===== src/rtl/pc_sequencer_pkg.sv =====
// Shared definitions for the next-PC sequencer: FSM state encoding and the
// RUN-mode target select codes.
package pc_seq_pkg;

    localparam logic [1:0] ST_IDLE = 2'd0;
    localparam logic [1:0] ST_RUN  = 2'd1;
    localparam logic [1:0] ST_HALT = 2'd2;

    typedef enum logic [1:0] {
        IDLE = ST_IDLE,
        RUN  = ST_RUN,
        HALT = ST_HALT
    } state_e;

    typedef enum logic [2:0] {
        SEL_RESET = 3'd0,
        SEL_HOLD  = 3'd1,
        SEL_RET   = 3'd2,
        SEL_CALL  = 3'd3,
        SEL_JMP   = 3'd4,
        SEL_BR    = 3'd5,
        SEL_STEP  = 3'd6
    } sel_e;

    // RUN-mode priority; a ret on empty or call on full stack falls back to a step.
    function automatic sel_e run_select(
        input logic halt_req,
        input logic stall,
        input logic ret,
        input logic call,
        input logic jmp,
        input logic br_taken,
        input logic stack_empty,
        input logic stack_full
    );
        sel_e sel;
        if (halt_req || stall)
            sel = SEL_HOLD;
        else if (ret)
            sel = stack_empty ? SEL_STEP : SEL_RET;
        else if (call)
            sel = stack_full ? SEL_STEP : SEL_CALL;
        else if (jmp)
            sel = SEL_JMP;
        else if (br_taken)
            sel = SEL_BR;
        else
            sel = SEL_STEP;
        return sel;
    endfunction

endpackage


===== src/rtl/pc_sequencer_if.sv =====
// Control/flag bundle between decoder, PC register and the next-PC sequencer.
interface pc_seq_if #(
    parameter int PC_W = 6
);
    logic            en;
    logic            stall;
    logic            br_taken;
    logic [PC_W-1:0] br_off;
    logic            jmp;
    logic            call;
    logic            ret;
    logic [PC_W-1:0] jmp_addr;
    logic            halt_req;
    logic [PC_W-1:0] pc_cur;
    logic [PC_W-1:0] target;
    logic            fetch_valid;
    logic            halted;
    logic            stack_ovf;
    logic            stack_unf;

    modport master (
        output en, stall, br_taken, br_off, jmp, call, ret, jmp_addr, halt_req, pc_cur,
        input  target, fetch_valid, halted, stack_ovf, stack_unf
    );

    modport slave (
        input  en, stall, br_taken, br_off, jmp, call, ret, jmp_addr, halt_req, pc_cur,
        output target, fetch_valid, halted, stack_ovf, stack_unf
    );
endinterface


===== src/rtl/pc_sequencer_ret_stack.sv =====
// Return-address LIFO. Pop wins over push; push on full and pop on empty are ignored.
module ret_stack #(
    parameter int W     = 6,
    parameter int DEPTH = 4
) (
    input  logic         clk,
    input  logic         rst,
    input  logic         push,
    input  logic         pop,
    input  logic [W-1:0] din,
    output logic         full,
    output logic         empty,
    output logic [W-1:0] top
);
    localparam int AW = $clog2(DEPTH);

    logic [W-1:0] mem_q [DEPTH];
    logic [AW:0]  sp_q;
    logic [AW:0]  sp_d;
    logic [AW:0]  sp_m1;
    logic         do_push;
    logic         do_pop;

    assign sp_m1   = sp_q - 1'b1;
    assign full    = (sp_q == (AW+1)'(DEPTH));
    assign empty   = (sp_q == '0);
    assign top     = mem_q[sp_m1[AW-1:0]];
    assign do_pop  = pop && !empty;
    assign do_push = push && !pop && !full;

    always_comb begin
        sp_d = sp_q;
        if (do_pop)
            sp_d = sp_m1;
        else if (do_push)
            sp_d = sp_q + 1'b1;
    end

    always_ff @(posedge clk or negedge rst) begin
        if (!rst) begin
            sp_q <= '0;
            for (int i = 0; i < DEPTH; i++)
                mem_q[i] <= '0;
        end else begin
            sp_q <= sp_d;
            if (do_push)
                mem_q[sp_q[AW-1:0]] <= din;
        end
    end

endmodule


===== src/rtl/pc_sequencer.sv =====
// Next-PC controller: drives the PC register target each cycle (step, branch, jump,
// call/return via ret_stack, stall, halt).
//   state | meaning
//   IDLE  | waiting for en, target = RESET_VEC
//   RUN   | normal sequencing by priority select
//   HALT  | target frozen at pc_cur until reset
module pc_sequencer
    import pc_seq_pkg::*;
#(
    parameter int              PC_W        = 6,
    parameter int              STACK_DEPTH = 4,
    parameter logic [PC_W-1:0] RESET_VEC   = '0
) (
    input logic     clk,
    input logic     rst,
    pc_seq_if.slave bus
);
    state_e          state_q;
    state_e          state_d;
    logic            fetch_valid_q;
    logic            halted_q;
    logic            ovf_q;
    logic            unf_q;

    sel_e            sel;
    logic [PC_W-1:0] pc_inc;
    logic [PC_W-1:0] pc_br;
    logic [PC_W-1:0] target;
    logic            push;
    logic            pop;
    logic            st_full;
    logic            st_empty;
    logic [PC_W-1:0] st_top;
    logic            ovf_set;
    logic            unf_set;
    logic            run_active;

    assign pc_inc = bus.pc_cur + PC_W'(1);
    assign pc_br  = bus.pc_cur + bus.br_off;

    ret_stack #(
        .W     (PC_W),
        .DEPTH (STACK_DEPTH)
    ) u_ret_stack (
        .clk   (clk),
        .rst   (rst),
        .push  (push),
        .pop   (pop),
        .din   (pc_inc),
        .full  (st_full),
        .empty (st_empty),
        .top   (st_top)
    );

    always_comb begin
        sel = SEL_RESET;
        case (state_q)
            IDLE:    sel = SEL_RESET;
            RUN:     sel = run_select(bus.halt_req, bus.stall, bus.ret, bus.call,
                                      bus.jmp, bus.br_taken, st_empty, st_full);
            HALT:    sel = SEL_HOLD;
            default: sel = SEL_RESET;
        endcase
    end

    assign run_active = (state_q == RUN) && !bus.halt_req && !bus.stall;
    assign push       = (sel == SEL_CALL);
    assign pop        = (sel == SEL_RET);
    assign unf_set    = run_active && bus.ret && st_empty;
    assign ovf_set    = run_active && !bus.ret && bus.call && st_full;

    always_comb begin
        target = RESET_VEC;
        case (sel)
            SEL_RESET: target = RESET_VEC;
            SEL_HOLD:  target = bus.pc_cur;
            SEL_RET:   target = st_top;
            SEL_CALL:  target = bus.jmp_addr;
            SEL_JMP:   target = bus.jmp_addr;
            SEL_BR:    target = pc_br;
            SEL_STEP:  target = pc_inc;
            default:   target = RESET_VEC;
        endcase
    end

    always_comb begin
        state_d = state_q;
        case (state_q)
            IDLE:    if (bus.en) state_d = RUN;
            RUN:     if (bus.halt_req) state_d = HALT;
            HALT:    state_d = HALT;
            default: state_d = IDLE;
        endcase
    end

    always_ff @(posedge clk or negedge rst) begin
        if (!rst) begin
            state_q       <= IDLE;
            fetch_valid_q <= 1'b0;
            halted_q      <= 1'b0;
            ovf_q         <= 1'b0;
            unf_q         <= 1'b0;
        end else begin
            state_q       <= state_d;
            fetch_valid_q <= (state_d == RUN) && !bus.stall;
            halted_q      <= (state_d == HALT);
            ovf_q         <= ovf_q | ovf_set;
            unf_q         <= unf_q | unf_set;
        end
    end

    assign bus.target      = target;
    assign bus.fetch_valid = fetch_valid_q;
    assign bus.halted      = halted_q;
    assign bus.stack_ovf   = ovf_q;
    assign bus.stack_unf   = unf_q;

endmodule


===== src/flat_wrapper.sv =====
// flat-port wrapper written by rule: the top's interface ports become plain ports
module pc_sequencer_flat import pc_seq_pkg::*;
#(
    parameter int              PC_W        = 6,
    parameter int              STACK_DEPTH = 4,
    parameter logic [PC_W-1:0] RESET_VEC   = '0
)
  (clk, rst, bus_en, bus_stall, bus_br_taken, bus_br_off, bus_jmp, bus_call, bus_ret, bus_jmp_addr, bus_halt_req, bus_pc_cur, bus_target, bus_fetch_valid, bus_halted, bus_stack_ovf, bus_stack_unf);
  pc_seq_if #(.PC_W(PC_W)) bus_i ();
  input logic clk;
  input logic rst;
  input wire logic [$bits(bus_i.en)-1:0] bus_en;
  input wire logic [$bits(bus_i.stall)-1:0] bus_stall;
  input wire logic [$bits(bus_i.br_taken)-1:0] bus_br_taken;
  input wire logic [$bits(bus_i.br_off)-1:0] bus_br_off;
  input wire logic [$bits(bus_i.jmp)-1:0] bus_jmp;
  input wire logic [$bits(bus_i.call)-1:0] bus_call;
  input wire logic [$bits(bus_i.ret)-1:0] bus_ret;
  input wire logic [$bits(bus_i.jmp_addr)-1:0] bus_jmp_addr;
  input wire logic [$bits(bus_i.halt_req)-1:0] bus_halt_req;
  input wire logic [$bits(bus_i.pc_cur)-1:0] bus_pc_cur;
  output wire logic [$bits(bus_i.target)-1:0] bus_target;
  output wire logic [$bits(bus_i.fetch_valid)-1:0] bus_fetch_valid;
  output wire logic [$bits(bus_i.halted)-1:0] bus_halted;
  output wire logic [$bits(bus_i.stack_ovf)-1:0] bus_stack_ovf;
  output wire logic [$bits(bus_i.stack_unf)-1:0] bus_stack_unf;
  assign bus_i.en = bus_en;
  assign bus_i.stall = bus_stall;
  assign bus_i.br_taken = bus_br_taken;
  assign bus_i.br_off = bus_br_off;
  assign bus_i.jmp = bus_jmp;
  assign bus_i.call = bus_call;
  assign bus_i.ret = bus_ret;
  assign bus_i.jmp_addr = bus_jmp_addr;
  assign bus_i.halt_req = bus_halt_req;
  assign bus_i.pc_cur = bus_pc_cur;
  assign bus_target = bus_i.target;
  assign bus_fetch_valid = bus_i.fetch_valid;
  assign bus_halted = bus_i.halted;
  assign bus_stack_ovf = bus_i.stack_ovf;
  assign bus_stack_unf = bus_i.stack_unf;
  pc_sequencer #(.PC_W(PC_W), .STACK_DEPTH(STACK_DEPTH), .RESET_VEC(RESET_VEC)) u_core (.clk(clk), .rst(rst), .bus(bus_i));
endmodule

===== config.mk =====
export PLATFORM = sky130hd
export DESIGN_NAME = pc_sequencer_flat
export DESIGN_NICKNAME = d
export VERILOG_FILES = /design/src/rtl/pc_sequencer_pkg.sv /design/src/rtl/pc_sequencer_if.sv /design/src/rtl/pc_sequencer_ret_stack.sv /design/src/rtl/pc_sequencer.sv /design/src/flat_wrapper.sv
export SDC_FILE = /design/constraint.sdc
export NUM_CORES = 1
export LEC_CHECK = 0
export CAP_MARGIN = 20
export CORE_UTILIZATION = 45
export DETAILED_ROUTE_END_ITERATION = 10
export PLACE_DENSITY = 0.72
export SYNTH_ARGS = -nofsm -noshare
export SYNTH_HDL_FRONTEND = slang
export SYNTH_SLANG_ARGS = --single-unit

===== constraint.sdc =====
create_clock -name clk -period 7.2 [get_ports clk]
set_clock_uncertainty 0.1 [all_clocks]
set_input_delay 2.16 -clock clk [delete_from_list [all_inputs] [get_ports clk]]
set_output_delay 2.16 -clock clk [all_outputs]
set_load 0.01 [all_outputs]

# Yosys cells after proc, flatten, opt, wreduce, memory -nomap -nowiden
# Cells that the tools add are included.
# word_totals
ff_bits	33
latch_bits	0
mem_bits_rw	0
romBits	0
in_bits	27
output_inout_bits	10
elab_cells	75
n_memories	0
# classes
n_addsub	4
n_mul	0
n_div	0
magnitude_cmp	3
eq_ne	11
shifts	0
n_mux	20
bitwise	4
reduce_logical	23
# op_table
operator	n
$pmux W6 S5	1
$bwmux W24	1
$mux W3	8
$mux W6	3
$bmux W6 S2	1
$demux W6 S2	1
$eq A3 B3 Y1 const B	4
$logic_and A1 B1 Y1	12
$add A6 B1 Y6 const B	1
$add A6 B6 Y6	1
$eq A3 B2 Y1 const B	2
$ge A3 B3 Y1 const B	2
$logic_not A1 Y1	6
$mux W2	3
$not A2 Y3	2
$pmux W2 S3	1
$pmux W3 S2	1
$eq A2 B1 Y1 const B	2
$eq A2 B2 Y1 const B	2
$add A3 B1 Y3 const B	1
$eq A3 B1 Y1 const B	1
$logic_not A3 Y1	1
$lt A3 B1 Y1 const B	1
$sub A3 B1 Y3 const B	1
5 further kinds	6

# Logic depth before layout (Yosys ltp)
# Gate-level depths: netlist (run 1).
# depth
depth_word	12
depth_mapped	9
mapped_depth_nobuf	7

# Hierarchy
# Synthesis (run 1) repeated with hierarchy kept, for this count alone.
# hier_totals
hier_cells	206
hier_area_um2	2308.5
# modules_own_cells
module	instances	cells_each	area_each_um2	seq_area_each_um2
ret_stack	1	86	1350.0	675.6
pc_sequencer	1	120	958.4	150.1

# Least setup slack after synthesis (run 1)
# No wires, ideal clock.
# synth_path
kind	input -> output
from	in bus_pc_cur[0]
to	out bus_target[4]
arrival_time_ns	3.623
required_time_ns	4.940
setup_slack_ns	1.317
cell_stages	7
n_path_buf	0
cell_sequence	ha_1 -> fa_1 -> a21o_1 -> a21oi_1 -> xnor2_1 -> a22o_1 -> a221o_1
# synth_via
elab_chain_cells	2
word_cells_on_any_way	3
classes_between	2 x add/sub; 1 x mux
# synth_lines
item	line	source
start, declared	flat_wrapper.sv:21	input wire logic [$bits(bus_i.pc_cur)-1:0] bus_pc_cur;
$add A6 B1 Y6 or $add A6 B6 Y6 (tied branches)	pc_sequencer.sv:38, pc_sequencer.sv:39	
$pmux W6 S5 *	pc_sequencer.sv:74	case (sel)
end, declared	flat_wrapper.sv:22	output wire logic [$bits(bus_i.target)-1:0] bus_target;
# Every way passes the cells marked *; elsewhere a longest branch is shown, timed or not.

# Worst setup path after layout (run 1)
# layout_path
from	in bus_pc_cur[1]
to	out bus_target[5]
# The elaborated chain is that of the path after synthesis.

==> flow_summary.json, run 1 <==
{
  "outcome": "finished, final reports clean",
  "critPathKind": "in -> out",
  "yosys_most_used_dff": "dfrtp_1",
  "yosysWarnings": 0,
  "cts_setup_buffers": 0,
  "netlist_instances": 194,
  "setup_violations": 0,
  "path_clk_slew_ns": 0.07,
  "synth_common_cells": "dfrtp_1 (33), ha_1 (15), mux2_1 (13)",
  "maxSlewHeadroom_pct": 62.3,
  "track_usage_pct": 19.9,
  "yosysSeqAreaShare_pct": 35.2,
  "synthesis.nets": 237,
  "netlist_area_sq_um": 2340,
  "ctsHoldBuffers": 0,
  "ys_ff_latch": 33,
  "max_freq_mhz": 143,
  "start_util_pct": 48.0,
  "die_h_um": 74.2,
  "vias_per_cell": 5.58,
  "vias": 1691,
  "synthTopCellsByArea": "dfrtp_1 (35%), ha_1 (8.0%), mux2_1 (6.2%)",
  "yosysMostFrequentCell": "dfrtp_1",
  "clock-root-buffer": "clkbuf_8",
  "cts.repair.resized": 0,
  "gp_congestion": 0.805,
  "synth_cell_types": 62,
  "vdd_drop_max_uv": 164,
  "areaGrowthSynthToFinish_pct": 23.8,
  "cp_slowest_cell": "clkdlybuf4s50_1",
  "rsz0062_at_grt": "no",
  "yosysTopAreaCellShare_pct": 35.2,
  "grt_pass1_vias": 1616,
  "setup_ws_ns": 0.223,
  "hold_viol": 0,
  "cts_tree": "yes",
  "period_minus_slack_ns": 6.98,
  "grt_remaining_overflow": 0,
  "worst_setup_path_end_kind": "output pin",
  "cts.sinks": 33,
  "drive_gt1_share_pct": 18.2,
  "synth_edf_count": 0,
  "fillers": 424,
  "dr.pass1.iters": 4,
  "grt_max_degree": 34,
  "fin_crit_sh_pct": 96.9,
  "yosysTopAreaCell": "dfrtp_1",
  "slew_viol_final": 0,
  "dp_slack_ns": 0.253,
  "layout.nets": 278,
  "crit_chain": "clkdlybuf4s50_1 > ha_1 > a21o_1 > a21oi_1 > o21ai_0 > xnor2_1 > a2111o_1 > clkdlybuf4s50_1",
  "numCtsBuffers": 5,
  "ctsLongestPathBuffers": 2,
  "dp_hpwl_mm": 3.74,
  "die_w_um": 74.2,
  "io_buffers": 36,
  "max_cap_viol_count": 0,
  "syn_avg_cell_area_sq_um": 12.1,
  "postRouteAntennaNets": 0,
  "wl_per_cell_um": 16.4,
  "wl_mm": 4.97,
  "hp-class": "reg -> reg",
  "htree_levels": 2,
  "p_per_area_nw_per_um2": 294,
  "drc": 0,
  "cp-start-kind": "input pin",
  "async_flop_share_pct": 100,
  "grt_first_pass_wirelength_mm": 8.03,
  "fin_util_pct": 59.4,
  "num_antenna_cells": 0,
  "power.leakage_uw": 0.00131,
  "pin_count": 37,
  "dieArea_sq_um": 5500,
  "arrival_ns": 4.72,
  "antenna_found_initial": 0,
  "worstMarginPinSlew_ns": 0.565,
  "holdWs_ns": 0.373,
  "path_common_cell": "clkdlybuf4s50_1",
  "timing.setup.tns_ns": 0,
  "core_area_sq_um": 4880,
  "max_stage_delay_ns": 0.60,
  "worstPathMaxFanout": 5,
  "cp.required_ns": 4.94,
  "clock_latency_ns": 0.29,
  "drt_iter0_markers": 70,
  "row_count": 25
}
placed cells by master (no fill, tap or decap), drive strengths merged, types with 3 or more instances in the layout:
master / Yosys / routed
a211o: 3 / 3
mux2: 20 / 20
o21ai: 7 / 7
nand4: 3 / 3
inv: 5 / 6
a22o: 6 / 6
a21oi: 10 / 10
dfrtp: 33 / 33
clkdlybuf4s50: 0 / 36
xnor2: 7 / 7
mux4: 6 / 6
nor2: 7 / 7
ha: 15 / 15
nor2b: 3 / 3
clkbuf: 0 / 5
nand3: 8 / 8
xor2: 3 / 3
a221o: 3 / 3
nand2: 10 / 10
nor3: 3 / 3
buf: 5 / 3
final timing paths:
| check | start | to | slack [ns] | cells past startpoint |
|---|---|---|---|---|
| max | bus_pc_cur[1] | bus_target[5] | 0.22 | 8 |
| min | u_core.bus.stack_unf | u_core.bus.stack_unf | 0.37 | 1 |
| max reg2reg | u_core.u_ret_stack.sp_q[0] | u_core.u_ret_stack.mem_q[1] | 4.62 | 7 |
| min reg2reg | u_core.bus.stack_unf | u_core.bus.stack_unf | 0.37 | 1 |
| max in group asynchronous | rst | u_core.state_q[0] | 4.53 | 2 |
| min in group asynchronous | rst | u_core.u_ret_stack.mem_q[22] | 2.16 | 2 |
stage by stage:
step | power, uW | cell area, sq um | std cells
6_report | 854 | 2900 | 303
5_1_grt | 911 | 2900 | 303
4_1_cts | 861 | 2900 | 303
3_5_place_dp | 645 | 2760 | 295
3_3_place_gp | 637 | 2760 | 295
2_1_floorplan | 526 | 2340 | 194
worst max-delay path: cells and delay by family:
kind | cells | cell delay [ns]
buffers and inverters | 2 | 1.09
AOI/OAI and AO/OA | 4 | 1.05
adders and majority gates | 1 | 0.27
xor gates and xnor gates | 1 | 0.15
routing by layer:
layer	track usage (%)	up-vias	share of wire (%)
met4	4.49	0	0.86
li1	-	819	-
met1	28.3	836	49
met3	4.07	8	3.0
met2	31.4	28	47
met5	0	-	0
final cells by class:
type	count	area [sq um]	share of cell area, %
Tap cell	67	83.8	2.89
Inverter	5	18.8	0.647
Clock inverter	3	68.8	2.37
Sequential cell	33	826	28.5
Timing Repair Buffer	39	383	13.2
Clock buffer	5	68.8	2.37
Multi-Input combinational cell	151	1450	50.0
report_power, final:
group          internal [uW]  switching (uW)  leakage, uW
logic                    182             199     0.000790
clock network            139            71.2    0.0000687
registers                224            37.9     0.000448
logic make-up (layout without fill, tap and decap cells):
| kind of cell | count (synthesis) | after routing | synth area share, % |
|---|---|---|---|
| flops | 33 | 33 | 35.2 |
| simple gates | 49 | 49 | 15.5 |
| mux | 27 | 27 | 16.6 |
| compound gates | 49 | 49 | 17.2 |
| fa+ha+maj | 16 | 16 | 8.86 |
| buf+inv | 10 | 52 | 2.83 |
| xor+xnor | 10 | 10 | 3.74 |
flip-flops by register name, summed over array words and instances, names as in the netlist:
register and count:
u_core.bus.fetch_valid 1, u_core.bus.stack_ovf 1, u_core.u_ret_stack.sp_q 3, u_core.bus.stack_unf 1
u_core.bus.halted 1, u_core.u_ret_stack.mem_q 24, u_core.state_q 2
No activity file was read; power rests on OpenSTA's default activity.
==> inputs of run 2 (changes only) <==
HOLD_SLACK_MARGIN = 0.05   (was not set)
RECOVER_POWER = 50   (was not set)
==> run 2 against run 1 <==
The run now ends with max-capacitance violations, max-slew violations left; global-route usage is the same; core utilization shrank 0.18 points; register-to-register slack worse by 0.10 ns; power is essentially flat; via count about the same; count of clock-buffer cells in the layout unchanged; design area shrank 0.30%; non-clock buffer count is the same; combinational power about the same; worst hold slack barely moved; clock power hardly changed.
==> flow_summary.json, run 2 (synthesis gave the netlist of run 1 again) <==
{
  "outcome": "finished with violations",
  "violations": "max-capacitance violations, max-slew violations",
  "clock_latency_ns": 0.29,
  "worst_setup_path_end_kind": "output pin",
  "hold_start": "u_core.bus.stack_unf",
  "areaGrowthSynthToFinish_pct": 23.4,
  "layout.nets": 278,
  "max_stage_delay_ns": 0.68,
  "path_buf_inv": 2,
  "rr_startpoint": "u_core.state_q[1]",
  "top_regs": "u_core.u_ret_stack.mem_q x24, u_core.u_ret_stack.sp_q x3, u_core.state_q x2",
  "num_antenna_cells": 0,
  "final_cell_mix": "clkdlybuf4s50_1 (34), dfrtp_1 (33), ha_1 (15)",
  "path_clk_slew_ns": 0.07,
  "pin_count": 37,
  "fillers": 427,
  "slew_viol_final": 34,
  "maxSlewHeadroom_pct": -15.8,
  "worstMarginPinSlew_ns": 1.74,
  "grt_pass1_vias": 1616,
  "r2r_slack_ns": 4.52,
  "cp_top_family": "buffers and inverters",
  "worst_hold_path.num_cells": 1,
  "vdd_drop_max_uv": 164,
  "cp_slowest_cell": "nor3b_1",
  "grt_remaining_overflow": 0,
  "largest_register_ffs": 24,
  "cts.sinks": 33,
  "p_per_area_nw_per_um2": 296,
  "grt_first_pass_wirelength_mm": 8.03,
  "grt_max_degree": 34,
  "setup_violations": 0,
  "reg2regPathDepth": 6,
  "dp_slack_ns": 0.253,
  "io_buffers": 36,
  "drc": 0,
  "htree_levels": 2,
  "core_area_sq_um": 4880,
  "cp-start-kind": "input pin",
  "vias": 1692,
  "gp_congestion": 0.805,
  "dieArea_sq_um": 5500,
  "drive_gt1_share_pct": 17.4,
  "ctsHoldBuffers": 0,
  "max_freq_mhz": 142,
  "cts_setup_buffers": 0,
  "postRouteAntennaNets": 0,
  "track_usage_pct": 19.9,
  "critPathKind": "in -> out",
  "period_minus_slack_ns": 7.02,
  "setup_ws_ns": 0.180,
  "vias_per_cell": 5.58,
  "rsz0062_at_grt": "no",
  "row_count": 25,
  "antenna_found_initial": 0,
  "crit_chain": "dlygate4sd3_1 > nor3b_1 > nor2_1 > a22o_1 > a221o_1 > clkdlybuf4s50_1",
  "timing.rr.end": "u_core.u_ret_stack.mem_q[1]",
  "dr.pass1.iters": 4,
  "hold_viol": 0,
  "final_common_cell": "clkdlybuf4s50_1",
  "cts_tree": "yes",
  "clock-root-buffer": "clkbuf_8",
  "dp_hpwl_mm": 3.74,
  "die_h_um": 74.2,
  "start_util_pct": 48.0,
  "numCtsBuffers": 5,
  "timing.setup.tns_ns": 0,
  "wl_mm": 4.99,
  "fin_crit_sh_pct": 97.5,
  "top_register": "u_core.u_ret_stack.mem_q",
  "die_w_um": 74.2,
  "hp-class": "reg -> reg",
  "drt_iter0_markers": 61,
  "arrival_ns": 4.76,
  "cts.repair.resized": 0,
  "hold_path_end": "u_core.bus.stack_unf",
  "wl_per_cell_um": 16.5,
  "ctsLongestPathBuffers": 2,
  "worstPathMaxFanout": 6,
  "power.leakage_uw": 0.00130,
  "cp.required_ns": 4.94,
  "max_cap_viol_count": 1
}
run 2: changes by cell type in the layout (fill, tap and decap cells not counted):
cell	delta
clkbuf_1	+1
buf_4	-1
dlygate4sd3_1	+2
clkdlybuf4s50_1	-2
nor3b_1	+1
nor3b_2	-1
run 2: worst max-delay path by stage:
stage / startpoint / to / depth (start not counted) / slack [ns]
after CTS: bus_pc_cur[1] / bus_target[5] / 8 / 0.23
after global routing: bus_pc_cur[1] / bus_target[5] / 8 / 0.04
after global placement: bus_pc_cur[1] / bus_target[5] / 8 / 0.27
final: bus_halt_req / bus_target[4] / 6 / 0.18
after detailed placement: bus_pc_cur[1] / bus_target[5] / 8 / 0.25
after floorplan: bus_pc_cur[0] / bus_target[4] / 7 / 1.32
run 2: metrics by stage:
stage          hold WS, ns  cells  area (sq um)  power (uW)  util [%]
3_3_place_gp         0.351    295          2760         637      56.6
6_report             0.373    303          2890         854      59.3
3_5_place_dp         0.360    295          2760         645      56.6
2_1_floorplan        0.345    194          2340         526         -
5_1_grt              0.386    303          2890         910      59.3
4_1_cts              0.377    303          2900         861      59.4
run 2: cell type report:
class	instances	area (sq um)	area share, %
tap	67	83.8	2.90
clock buffer	5	68.8	2.38
multi-input combinational	151	1450	50.0
timing repair buffer	39	379	13.1
inverter	5	18.8	0.649
clock inverter	3	68.8	2.38
sequential	33	826	28.6
run 2: where the power goes:
part | total (uW) | switching, uW | internal, uW
Clock | 211 | 71.4 | 139
Sequential | 262 | 38.1 | 224
Combinational | 382 | 200 | 181
run 2: metal layers:
| metal | part of all wire [%] | up-vias | global-route usage, % |
|---|---|---|---|
| met1 | 48 | 823 | 28.3 |
| met3 | 4.3 | 8 | 4.07 |
| li1 | - | 819 | - |
| met5 | 0 | - | 0 |
| met2 | 47 | 42 | 31.4 |
| met4 | 0.86 | 0 | 4.49 |
